**src/rtl/stream_source_x.sv**
```systemverilog
// Buffers one LENX-sample vector from the load port, then replays it num_reps times on the x port.
// First sample is valid two cycles after start; the skid register absorbs backpressure without loss.
module stream_source_x #(
  parameter int WIDTH = 16,
  parameter int LENX  = 8,
  parameter int ADDRX = 3
) (
  input  logic                    clk,
  input  logic                    reset,
  input  logic signed [WIDTH-1:0] s_data_in_ld,
  input  logic                    s_valid_ld,
  output logic                    s_ready_ld,
  input  logic                    start,
  input  logic [7:0]              num_reps,
  output logic signed [WIDTH-1:0] m_data_out_x,
  output logic                    m_valid_x,
  input  logic                    m_ready_x,
  output logic                    busy,
  output logic                    done
);

  typedef enum logic [1:0] {LOAD, ARMED, SEND, FIN} state_t;

  localparam logic [ADDRX-1:0] ADDR_LAST = ADDRX'(LENX - 1);

  state_t state, state_nxt;

  logic [WIDTH-1:0] mem [LENX];
  logic [ADDRX-1:0] wr_addr, rd_addr;
  logic [7:0]       rep_cnt;

  logic             rd_vld;
  logic [WIDTH-1:0] rd_dat;
  logic             out_vld;
  logic [WIDTH-1:0] out_dat;
  logic             skid_vld;
  logic [WIDTH-1:0] skid_dat;

  logic ld_fire, in_rdy, rd_issue, rd_adv, rd_wrap, out_xfer, last_xfer;

  assign ld_fire   = s_valid_ld && (state == LOAD);
  assign in_rdy    = !skid_vld;
  assign rd_issue  = (state == SEND) && (rep_cnt != 8'd0) && (!rd_vld || in_rdy);
  assign rd_adv    = rd_vld && in_rdy;
  assign rd_wrap   = (rd_addr == ADDR_LAST);
  assign out_xfer  = out_vld && m_ready_x;
  // Nothing left to read and nothing queued behind the output register.
  assign last_xfer = out_xfer && (rep_cnt == 8'd0) && !rd_vld && !skid_vld;

  assign m_valid_x    = out_vld;
  assign m_data_out_x = out_dat;

  always_ff @(posedge clk) begin
    if (reset) state <= LOAD;
    else       state <= state_nxt;
  end

  always_comb begin
    state_nxt  = state;
    s_ready_ld = 1'b0;
    busy       = 1'b0;
    done       = 1'b0;
    case (state)
      LOAD: begin
        s_ready_ld = 1'b1;
        if (s_valid_ld && (wr_addr == ADDR_LAST)) state_nxt = ARMED;
      end
      ARMED: begin
        if (start) state_nxt = SEND;
      end
      SEND: begin
        busy = 1'b1;
        if (last_xfer) state_nxt = FIN;
      end
      FIN: begin
        busy      = 1'b1;
        done      = 1'b1;
        state_nxt = LOAD;
      end
      default: state_nxt = LOAD;
    endcase
  end

  // Buffer array: not reset, contents persist across vectors.
  always_ff @(posedge clk) begin
    if (!reset && ld_fire) mem[wr_addr] <= s_data_in_ld;
    if (rd_issue)          rd_dat <= mem[rd_addr];
  end

  always_ff @(posedge clk) begin
    if (reset) begin
      wr_addr  <= '0;
      rd_addr  <= '0;
      rep_cnt  <= 8'd0;
      rd_vld   <= 1'b0;
      out_vld  <= 1'b0;
      out_dat  <= '0;
      skid_vld <= 1'b0;
      skid_dat <= '0;
    end else begin
      if (state == FIN)
        wr_addr <= '0;
      else if (ld_fire)
        wr_addr <= (wr_addr == ADDR_LAST) ? '0 : wr_addr + 1'b1;

      if ((state == ARMED) && start) begin
        rep_cnt <= (num_reps == 8'd0) ? 8'd1 : num_reps;
        rd_addr <= '0;
      end else if (rd_issue) begin
        rd_addr <= rd_wrap ? '0 : rd_addr + 1'b1;
        if (rd_wrap) rep_cnt <= rep_cnt - 8'd1;
      end

      if (rd_issue)    rd_vld <= 1'b1;
      else if (rd_adv) rd_vld <= 1'b0;

      // Output register refills from skid first; a stalled output parks the read stage in skid.
      if (!out_vld || m_ready_x) begin
        if (skid_vld) begin
          out_vld  <= 1'b1;
          out_dat  <= skid_dat;
          skid_vld <= 1'b0;
        end else begin
          out_vld <= rd_vld;
          if (rd_vld) out_dat <= rd_dat;
        end
      end else if (rd_adv) begin
        skid_vld <= 1'b1;
        skid_dat <= rd_dat;
      end
    end
  end

endmodule

```
**config.mk**
```make
export PLATFORM = sky130hd
export DESIGN_NAME = stream_source_x
export DESIGN_NICKNAME = d
export VERILOG_FILES = /design/src/rtl/stream_source_x.sv
export SDC_FILE = /design/constraint.sdc
export NUM_CORES = 1
export LEC_CHECK = 0
export ABC_CLOCK_PERIOD_IN_PS = 5500
export BUFFER_PORTS_ARGS = -buffer_cell sky130_fd_sc_hd__buf_4
export CORE_MARGIN = 8
export CORE_UTILIZATION = 35
export CTS_CLUSTER_SIZE = 28
export DETAILED_ROUTE_END_ITERATION = 6
export PLACE_DENSITY_LB_ADDON = 0.15
export SLEW_MARGIN = 20
export SYNTH_ARGS = -nofsm -noshare
export SYNTH_HDL_FRONTEND = slang
export SYNTH_SLANG_ARGS = --single-unit
```
**constraint.sdc**
```tcl
create_clock -name clk -period 5.5 [get_ports clk]
set_input_delay 0.55 -clock clk [delete_from_list [all_inputs] [get_ports clk]]
set_output_delay 0.55 -clock clk [all_outputs]
set_load 0.01 [all_outputs]
```
==> impl_results.md <==
- Status: completed
- Sequential share of the synthesized area: 69.8%
- Startpoint types: flop
- Synth-to-Final Area Change: 16.6%
- Initial cell density of the core: 35.4%
- Worst VDD drop: 219 µV
- Finished Core Util: around 41%
- Core area: between 20,000 and 25,000 µm²
- Worst hold path class: in2reg
- Initial antenna violation count: 0
- Vias in the first global route: 4,276
- Post-Syn Area: 7660 µm²
- Yosys top cell area share: 56.5%
- Clock skew: 8.23 ps
- Fill cells: around 2,000
- DR vias: 4,187
- Power Density: 336 nW/µm²
- Clock Tree Buf Depth: 2
- CTS hold repair buffers: 0
- Hold Fails Final Rpt: 0
- Synth Instances: 487
- Top-count cell post-synth: edfxtp_1
- TritonCTS clock tree: yes
- Count of input and output buffers: 48
- Setup slack after placement: 2950 ps
- Design Area, Final: 8930 µm²
- Asr flop ratio synth: 0%
- Synth Flop Type: edfxtp_1
- Period utilization: a little under half
- H-tree levels: 4
- Pin count of the biggest net entering global routing: 55
- Die area: 26,900 µm²
- Final Wtd Congestion: 0.747
- Post-layout min period: approximately 2500 ps
- Ports: 49
- Placed cell areas: ~8400 µm²
- Clock Tree Root: clkbuf_16
- Number of inserted diodes: 0
- Top area cells in the synthesized netlist: edfxtp_1 (56%), dfxtp_1 (13%), mux4_2 (9.4%)
- Post-synth net total: about 530
- Slew margin rel.: 30.7%
- Kind of critical path: reg2reg
- Hold slack: 348 ps
- Fmax: 404 MHz
- Vias/cell: ~5.0
- Number of flops mapped to enable cells by yosys: 144
- Detailed Route Iter0 Violations: 205
- Post_cts resized: 0
- Global-route wire length before repair: between 20,000 and 25,000 µm
- Skew-Pair Late Insertion Delay: roughly 430 ps
- Yosys cell types: 43
- Worst-margin pin slew: 1040 ps
- #FFs+latches synth: about 200
- RSZ-0062 raised after global routing: false
- Leak Pwr: between 2 and 3 nW
- Share of cells above drive strength 1: approximately a quarter
- Syn_area_per_cell: between 15 and 20 µm²
- FP Rows: 54
- Sum of negative setup slack: 0 ps
- Setup violators final: 0
- Worst Path Required: 5550 ps
- Most frequent cells after synthesis: edfxtp_1 (144), dfxtp_1 (51), nand2_1 (43), mux4_2 (32), nor2_1 (32)
- First-pass DRT Iterations: 6
- Worst setup EP type: flop
- Die height: between 150 and 200 µm
- GRT Util Overall: between 10% and 20%
- Crit path max fanout: 16
- Final-stage net count: 576
- HPWL after DPL: 9320 µm
- Post-synth top area cell: edfxtp_1
- Inserted Clock Buffers: 17
- Signal arrival time at the worst endpoint: approximately 2500 ps
- Sink Count: 195
- Post-route worst setup slack: approximately 3000 ps
- Max Cap Viol: 0
- Slew Viols, Final: 0
- Drt drc: 0
- Wirelength, routed: 15,000 µm
- DIE WIDTH: around 160 µm
- Total grt overflow: 0
- Clock transition at the registers of the reported paths: about 70 ps
- Post-route ant nets: 0
- Post-CTS setup buffers: 0
- WL/cell: 18.1 µm
- Synth warnings: 0
[cell type report]
| cell class | count | area, µm² | share of cell area, % |
|---|---|---|---|
| clock inverter | 15 | 139 | 1.56 |
| clock buffer | 17 | 425 | 4.77 |
| inverter | 8 | 30.0 | 0.336 |
| multi-input combinational | 258 | 2210 | 24.7 |
| timing repair buffer | 57 | 428 | 4.79 |
| tap | 280 | 350 | 3.92 |
| sequential | 195 | 5350 | 59.9 |
[registers in the layout (all words and copies together) (netlist names), 2 cells and up]
signal	cells
state	2
wr_addr	3
rd_dat	16
m_data_out_x	16
mem	128
rd_addr	3
skid_dat	16
rep_cnt	8
[final timing paths]
path	start	endpoint	slack, ps	cells past startpoint
worst max-delay path	state[1]	mem[0][11]	3020	5
worst min-delay path	s_data_in_ld[7]	mem[5][7]	350	1
worst max register to register	state[1]	mem[0][11]	3020	5
worst min register to register	skid_dat[0]	skid_dat[0]	460	2
[metal layers]
layer	up-vias	track usage (%)	share of wire, %
li1	1991	-	-
met1	2105	14.8	45
met2	84	18.9	48
met3	7	3.41	5.5
met4	0	3.10	0.73
met5	-	0	0
[report_power, final]
group,switching (mW),internal [mW],total [mW]
combinational,0.106,0.0749,0.181
sequential,0.0218,1.62,1.64
clock,0.577,0.602,1.18
[metrics by stage]
step / std cells / power (mW)
6_report: 830 / 3.00
5_1_grt: 830 / 3.12
4_1_cts: 830 / 3.04
3_5_place_dp: 798 / 1.85
3_3_place_gp: 798 / 1.85
2_1_floorplan: 487 / 1.78
[cell usage in the layout (no fill, tap or decap), types with 2 or more instances in the layout]
| master | n |
|---|---|
| mux4_2 | 32 |
| nor2_1 | 31 |
| nand2b_1 | 3 |
| dfxtp_1 | 50 |
| nor3_4 | 2 |
| o21ai_0 | 5 |
| clkinv_4 | 2 |
| o211ai_1 | 2 |
| or3_1 | 3 |
| mux2_2 | 16 |
| nand2_1 | 43 |
| buf_4 | 57 |
| nor4_1 | 3 |
| a311oi_1 | 4 |
| nand4_1 | 3 |
| nor2b_1 | 2 |
| a21oi_1 | 23 |
| nand3_1 | 6 |
| a211oi_1 | 18 |
| inv_6 | 7 |
| inv_1 | 8 |
| or2_2 | 2 |
| ha_1 | 10 |
| or4_1 | 4 |
| edfxtp_1 | 144 |
| nor3b_1 | 2 |
| nor3_1 | 9 |
| inv_8 | 3 |
| clkbuf_16 | 17 |
| mux2i_1 | 18 |
| clkinv_2 | 2 |
[cells by family (layout without fill, tap and decap cells)]
group,Yosys count,after routing,synth area share (%)
fa+ha+maj,10,10,1.63
simple gates,118,118,7.14
mux,66,66,14.1
flops,195,195,69.8
compound gates,63,63,5.43
buf+inv,34,97,1.75
xor+xnor,1,1,0.114
[critical path, stage by stage, from the launching register on]
cell and delay, ps:
dfxtp_1 340, inv_1 100, ha_1 270, nand2_1 200, or3_1 450, nor3_4 720
(Power assumes the default switching activity.)
